### src/rtl/break_fetch_sequencer_pkg.sv
// Shared state encoding and wren code helpers for the break-fetch sequencer.
package break_fetch_sequencer_pkg;

  localparam logic [2:0] ST_IDLE    = 3'd0;
  localparam logic [2:0] ST_ISSUE   = 3'd1;
  localparam logic [2:0] ST_WAIT    = 3'd2;
  localparam logic [2:0] ST_PRESENT = 3'd3;
  localparam logic [2:0] ST_DRAIN   = 3'd4;
  localparam logic [2:0] ST_OUTPUT  = 3'd5;

  // Full-width codes; the sequencer truncates them to its wren width.
  localparam logic [31:0] WREN_IDLE   = 32'h0000_0000;
  localparam logic [31:0] WREN_SELECT = 32'hFFFF_FFFF;

  function automatic logic [31:0] wren_onehot(input logic [31:0] idx);
    return 32'd1 << idx;
  endfunction

endpackage

### src/rtl/break_fetch_sequencer.sv
// Fetches occurrence data per clause candidate and sequences the break selector; optional BREAK_FETCH_STATS_EN counters.
// Latency: NSAT*(L+2)+2 cycles from clause accept to flip_valid_o for uniform memory latency L.
// Backpressure: one clause in flight; clause_ready_o only in IDLE, flip held until flip_ready_i.
module break_fetch_sequencer
  import break_fetch_sequencer_pkg::*;
#(
  parameter int MAX_CLAUSES_PER_VARIABLE = 20,
  parameter int NSAT                     = 3,
  parameter int NSAT_BITS                = 2,
  parameter int VAR_BITS                 = 16,
  parameter int NSAT_IDX_BITS            = 2
) (
  input  logic                         clk,
  input  logic                         reset,
  input  logic                         clause_valid_i,
  output logic                         clause_ready_o,
  input  logic [NSAT*VAR_BITS-1:0]     clause_vars_i,
  input  logic [NSAT-1:0]              clause_lit_valid_i,
  output logic                         mem_req_o,
  output logic [VAR_BITS-1:0]          mem_addr_o,
  input  logic                         mem_rsp_valid_i,
  input  logic [MAX_CLAUSES_PER_VARIABLE-1:0] mem_rsp_broken_i,
  input  logic [MAX_CLAUSES_PER_VARIABLE-1:0] mem_rsp_mask_i,
  output logic [MAX_CLAUSES_PER_VARIABLE-1:0] clause_broken_o,
  output logic [MAX_CLAUSES_PER_VARIABLE-1:0] mask_bits_o,
  output logic [NSAT_BITS-1:0]         wren_o,
  output logic [NSAT-1:0]              bv_valid_o,
  input  logic [NSAT_BITS-1:0]         select_i,
  output logic                         flip_valid_o,
  output logic [VAR_BITS-1:0]          flip_var_o,
  input  logic                         flip_ready_i
`ifdef BREAK_FETCH_STATS_EN
  ,
  output logic [31:0]                  flip_count_o,
  output logic [31:0]                  stall_cycles_o
`endif
);

  logic [2:0]               state;
  logic [NSAT_IDX_BITS-1:0] k;
  logic [VAR_BITS-1:0]      vars_q [NSAT];
  logic [NSAT-1:0]          lit_q;
  logic                     k_last;
  logic                     sel_ok;

  assign k_last     = (int'(k) >= NSAT - 1);
  assign sel_ok     = (int'(select_i) < NSAT);
  assign bv_valid_o = lit_q;

  // Request and wren codes decode straight from state so each lasts exactly one cycle.
  assign mem_req_o  = (state == ST_ISSUE) && lit_q[k];
  assign mem_addr_o = mem_req_o ? vars_q[k] : '0;

  always_comb begin
    wren_o = NSAT_BITS'(WREN_IDLE);
    if (state == ST_PRESENT) begin
      wren_o = k_last ? NSAT_BITS'(WREN_SELECT) : NSAT_BITS'(wren_onehot(32'(k)));
    end
  end

  always_ff @(posedge clk) begin
    if (!reset) begin
      state           <= ST_IDLE;
      k               <= '0;
      lit_q           <= '0;
      clause_ready_o  <= 1'b0;
      clause_broken_o <= '0;
      mask_bits_o     <= '0;
      flip_valid_o    <= 1'b0;
      flip_var_o      <= '0;
      for (int i = 0; i < NSAT; i++) vars_q[i] <= '0;
    end else begin
      case (state)
        ST_IDLE: begin
          clause_ready_o <= 1'b1;
          if (clause_valid_i && clause_ready_o) begin
            for (int i = 0; i < NSAT; i++) vars_q[i] <= clause_vars_i[i*VAR_BITS +: VAR_BITS];
            lit_q          <= clause_lit_valid_i;
            k              <= '0;
            clause_ready_o <= 1'b0;
            state          <= ST_ISSUE;
          end
        end
        ST_ISSUE: begin
          if (lit_q[k]) begin
            state <= ST_WAIT;
          end else begin
            // Empty slot contributes no broken clauses to the selector.
            clause_broken_o <= '0;
            mask_bits_o     <= '0;
            state           <= ST_PRESENT;
          end
        end
        ST_WAIT: begin
          if (mem_rsp_valid_i) begin
            clause_broken_o <= mem_rsp_broken_i;
            mask_bits_o     <= mem_rsp_mask_i;
            state           <= ST_PRESENT;
          end
        end
        ST_PRESENT: begin
          if (!k_last) begin
            k     <= k + 1'b1;
            state <= ST_ISSUE;
          end else begin
            state <= ST_DRAIN;
          end
        end
        ST_DRAIN: begin
          flip_var_o   <= sel_ok ? vars_q[select_i] : '0;
          flip_valid_o <= 1'b1;
          state        <= ST_OUTPUT;
        end
        ST_OUTPUT: begin
          if (flip_ready_i) begin
            flip_valid_o   <= 1'b0;
            lit_q          <= '0;
            clause_ready_o <= 1'b1;
            state          <= ST_IDLE;
          end
        end
        default: state <= ST_IDLE;
      endcase
    end
  end

`ifdef BREAK_FETCH_STATS_EN
  always_ff @(posedge clk) begin
    if (!reset) begin
      flip_count_o   <= '0;
      stall_cycles_o <= '0;
    end else begin
      if (flip_valid_o && flip_ready_i && (flip_count_o != 32'hFFFF_FFFF))
        flip_count_o <= flip_count_o + 32'd1;
      if ((state == ST_WAIT) && (stall_cycles_o != 32'hFFFF_FFFF))
        stall_cycles_o <= stall_cycles_o + 32'd1;
    end
  end
`endif

endmodule
### config.mk
export PLATFORM = sky130hd
export DESIGN_NAME = break_fetch_sequencer
export DESIGN_NICKNAME = d
export VERILOG_FILES = /design/src/rtl/break_fetch_sequencer_pkg.sv /design/src/rtl/break_fetch_sequencer.sv
export SDC_FILE = /design/constraint.sdc
export NUM_CORES = 1
export LEC_CHECK = 0
export ABC_AREA = 1
export BUFFER_PORTS_ARGS = -buffer_cell sky130_fd_sc_hd__buf_2
export CAP_MARGIN = 20
export CORE_ASPECT_RATIO = 0.6
export CORE_MARGIN = 5
export CORE_UTILIZATION = 45
export CTS_CLUSTER_SIZE = 12
export DETAILED_ROUTE_END_ITERATION = 10
export GPL_ROUTABILITY_DRIVEN = 0
export PLACE_DENSITY = 0.72
export SETUP_SLACK_MARGIN = 0.15
export SLEW_MARGIN = 30
export SYNTH_ARGS = -nofsm -noshare
export SYNTH_HDL_FRONTEND = slang
export SYNTH_SLANG_ARGS = --single-unit
### constraint.sdc
create_clock -name clk -period 6.8 [get_ports clk]
set_input_delay 0.34 -clock clk [delete_from_list [all_inputs] [get_ports clk]]
set_output_delay 0.34 -clock clk [all_outputs]
set_load 0.01 [all_outputs]
* Word-level counts from Yosys, hierarchy flattened
Memory sizes are Yosys's and may differ from the RTL's. A register that Yosys moved wholly into a read port is not among the register bits. Cells that the tools add are included.
Word-level totals: memories 1, bits in writable memories 48, input bits 98, register bits after elaboration 66
Operators by class: reductions and logical operators 13, mux-type cells 37, eq/ne operators 10, magnitude comparators 3, shifts and indexed selects 1, bitwise operators 3, $add $sub $neg 1
Memories:
- vars_q | words 3, bits a word 16, rd ports 2, clocked after Yosys merged registers in 1, wr ports 3, line break_fetch_sequencer.sv:41 | logic [VAR_BITS-1:0] vars_q [NSAT];
Operator list (count):
- $mux W16 | 5
- $pmux W20 S2 | 2
- $mux W20 | 3
- $pmux W3 S6 | 1
- $mux W3 | 5
- $mux W2 | 6
- $reduce_and A3 Y1 | 4
- $mux W1 | 10
- $ne A2 B2 Y1 const B | 5
- $reduce_bool A2 Y1 | 4
- $eq A3 B2 Y1 const B | 2
- $eq A3 B3 Y1 const B | 2
- $pmux W3 S2 | 1
- $pmux W1 S2 | 2
- $pmux W2 S2 | 1
- $reduce_and A2 Y1 | 2
- $eq A3 B1 Y1 const B | 1
- $logic_not A3 Y1 | 1
- $lt A2 B3 Y1 const B | 1
- $or A1 B1 Y1 | 3
- $add A2 B1 Y2 const B | 1
- $bmux W1 S2 | 1
- $ge A2 B2 Y1 const B | 1
- $logic_and A1 B1 Y1 | 2
- 2 further kinds | 2

* Longest topological paths before layout
depth after elaboration 6, gate-level depth with buffers 10

* Least setup slack after synthesis
OpenSTA, ideal clock, no wires.
kind register to register, start register state[2], end memory vars_q[0][0] (enable), setup slack 2.132 ns, stages on the path, launching flop included 5, required time 6.278 ns, clock period less this slack 4.668 ns, library setup time 0.522 ns, arrival 4.146 ns, cells stage by stage dfxtp_1 -> buf_2 -> nor2_4 -> nand2_1 -> o21ai_0
RTL lines:
- start: declaration | line break_fetch_sequencer.sv:39 | logic [2:0] state;
- start signal: assignment | line break_fetch_sequencer.sv:63 | state <= ST_IDLE;
- start signal: assignment | line break_fetch_sequencer.sv:81 | state <= ST_ISSUE;
- start signal: assignment | line break_fetch_sequencer.sv:86 | state <= ST_WAIT;
- end: declaration | line break_fetch_sequencer.sv:41

* Worst setup path after layout
start register state[1], end output port mem_addr_o[5]
Between the ends: cells in the longest elaborated chain, start to end 3
RTL lines:
- $eq A3 B1 Y1 | line break_fetch_sequencer.sv:51 | assign mem_req_o = (state == ST_ISSUE) && lit_q[k];
- $logic_and A1 B1 Y1 | line break_fetch_sequencer.sv:51
- $mux W16 | line break_fetch_sequencer.sv:52 | assign mem_addr_o = mem_req_o ? vars_q[k] : '0;
- end: declaration | line break_fetch_sequencer.sv:20 | output logic [VAR_BITS-1:0] mem_addr_o,
No other way between the ends.

==> results.cfg <==
[route]
vias_per_cell = 4.83
drt_iter0_markers = 616
post-route-drc-count = 0
dr.pass1.iters = 5
totalWireLength_mm = 15.8
routed-via-count = 5235
ant_nets = 0
post_drt_wl_per_cell_um = 14.6

[finish]
filler_cell_count = 1116
layout.nets = 1007
multi_input_area_sq_um = 2240
fin_util_pct = 59.0
n_antenna_cell = 0
stdcell_count = 1084
drive_gt1_share_pct = 25.0
synthToLayoutAreaGrowth_pct = 26.8
regArea_sq_um = 2810

[clock_tree]
cts_max_level = 4
clkTransAtPathRegs_ns = 0.06
cts_resized = 0
clock-sinks = 116
post_cts.repair.setup_buffers = 0
cts_root_buffer = clkbuf_16
clock_latency_ns = 0.40
cts_tree = built
postCtsHoldBufs = 0
clock_path_buffers = 2
numCtsBuffers = 17

[logic_synthesis]
ys_top_cells_by_area = edfxtp_1 25%, dfxtp_1 24%, nand2_1 11%, nor2_1 8.3%, inv_1 6.8%
synth_edf_count = 48
ys_ff_latch = 116
synth_cells = 751
ys_types = 28
ys_seq_area_share_pct = 49.5
synth.top_cell.area_share_pct = 25.4
avgSynthCellArea_sq_um = 7.55
yosys-top-cells-count = 172 x nand2_1, 126 x nor2_1, 103 x inv_1, 68 x dfxtp_1, 62 x a21oi_1
synth_nets = 852
synth.largest_area_cell = edfxtp_1
synthesis.area_sq_um = 5670
yosysWarnings = 0
synth_ff_type = dfxtp_1
synth-async-reset-ratio_pct = 0
yosysMostFrequentCell = nand2_1

[global_route]
antenna_found_initial = 0
grt_pass1_vias = 4707
grt_pass1_wl_mm = 24.9
grtUsageTotal_pct = 20.8
grt_start_max_net_pins = 89
grt_overflow = 0

[worst_setup_path]
path_common_cell = inv_1
criticalPathCategory = flip-flop to output port
path_cells = inv_1, nand3_2, inv_1, nand2_2, buf_4, a211oi_1, buf_2
crit_path_end_kind = output port
cp_top_family = buffers and inverters
worstPathMaxFanout = 88
r2r-start = state[1]
rrSetupSlack_ns = 4.60
crit_required_ns = 6.46
rr_worst_depth = 6
critical-path-max-stage-delay_ns = 0.68
timing.critical_path.buf_inv = 4
startpoint_type = flip-flop
crit_arrival_ns = 2.27
critPathSlowestCell = buf_4
reg2reg_to = vars_q[1][14]

[place]
post-place-ws_ns = 4.65
dp_cells = 1052
port_buffers = 177
dp_hpwl_mm = 11.3

[timing]
setup_slack_ns = 4.19
setup_tns_ns = 0
worst_pin_slew_ns = 0.895
clock.fmax_mhz = 383
grt_setup_unrepaired = false
setup_viol = 0
slew_headroom_pct = 40.3
hold_viol_final = 0
slew_viol_final = 0
period_minus_slack_ns = 2.61
clock-skew-final_ns = 0.00753
min_period_over_period_pct = 38.4

[power]
swShare_pct = 35.4
power_density_nw_per_um2 = 389
power_leakage_nw = 3.50
switching_power_uw = 990
ir_drop_uv = 181
combPwrFrac_pct = 32.2
p_int_mw = 1.81
seq_power_share_pct = 34.8
pwr-share-clk_pct = 33.0

[worst_hold_path]
whs_endpoint = vars_q[0][4]
hold_path_class = primary input to flip-flop
min_path_cells = 3
min_from = clause_vars_i[4]

[flow_run]
max_cap_violations = 0

[floorplan]
io_pins = 178
die_area_sq_um = 15000
die_h_um = 96.9
fp-row-count = 31
start_util_pct = 46.5
core_area_sq_um = 12200
die_x_um = 155

[status]
outcome = finished, final reports clean
-- worst register-to-register path: stages (launching register included) --
cell and delay [ns]:
dfxtp_1 0.47, inv_1 0.16, nand2_1 0.22, nor2_1 0.06, nand2_1 0.47, buf_4 0.44
nor2_1 0.11
-- power by group through the flow --
stage	Combinational (mW)	Sequential [mW]	Clock, mW
global route	1.03	0.990	0.970
CTS	0.905	0.971	0.935
detailed placement	0.896	0.985	0
global placement	0.889	0.981	0
finish	0.901	0.973	0.923
floorplan	0.666	0.984	0
-- metrics by stage --
| stage | instance area [sq um] | hold WS (ns) | power [mW] |
|---|---|---|---|
| finish | 7190 | 0.227 | 2.80 |
| global route | 7190 | 0.215 | 2.99 |
| CTS | 7180 | 0.217 | 2.81 |
| detailed placement | 6570 | 0.455 | 1.88 |
| global placement | 6570 | 0.451 | 1.87 |
| floorplan | 5670 | 0.477 | 1.65 |
-- per-layer routing --
layer	up-vias	share of wire, %	GRT usage (%)
met1	2300	49	32.4
met2	222	40	26.6
met4	0	1.6	6.58
li1	2694	-	-
met3	19	9.4	6.38
met5	-	0	0
-- final cells by class --
class                      instances  area share, %
inverter                         106           5.54
tap                              165           2.87
timing repair buffer             182           12.9
sequential                       116           39.0
clock buffer                      17           5.92
clock inverter                    15           2.61
multi-input combinational        483           31.2
-- state kept, by name, summed over array words and instances, names as in the netlist, named ones only --
signal and cells:
k 2, clause_ready_o 1, clause_broken_o 20, vars_q 48, bv_valid_o 3, flip_valid_o 1, state 3, flip_var_o 16
mask_bits_o 20
-- cells in the final DEF, fill, tap and decap left out, types with 3 or more instances in the layout --
| cell | synthesis | layout |
|---|---|---|
| a211oi_1 | 9 | 9 |
| a211oi_2 | 6 | 6 |
| a21oi_1 | 62 | 62 |
| buf_2 | 22 | 177 |
| buf_4 | 2 | 5 |
| bufinv_16 | 0 | 4 |
| clkbuf_16 | 0 | 17 |
| clkinv_1 | 2 | 4 |
| clkinvlp_4 | 0 | 5 |
| dfxtp_1 | 68 | 66 |
| edfxtp_1 | 48 | 48 |
| ha_1 | 3 | 3 |
| inv_1 | 103 | 103 |
| nand2_1 | 172 | 172 |
| nand3_1 | 41 | 41 |
| nand4_1 | 4 | 4 |
| nor2_1 | 126 | 126 |
| o211ai_1 | 15 | 15 |
| o21ai_0 | 35 | 34 |
-- worst max-delay path by stage --
stage,from,end,cells after the start
global placement,state[1],vars_q[2][0],6
detailed placement,state[1],vars_q[1][14],6
finish,state[1],mem_addr_o[5],7
CTS,state[1],mem_addr_o[3],7
floorplan,state[2],vars_q[0][0],4
global route,state[1],mem_addr_o[4],7
-- logic make-up after synthesis --
| family | count (synthesis) | share of synthesized area (%) |
|---|---|---|
| AND/OR/NAND/NOR | 350 | 24.9 |
| buffers and inverters | 152 | 11.2 |
| AO/OA/AOI/OAI | 129 | 13.6 |
| flip-flops | 116 | 49.5 |
| adder cells (fa/ha/maj) | 3 | 0.662 |
| multiplexers | 1 | 0.177 |
No activity file was read; power rests on OpenSTA's default activity.
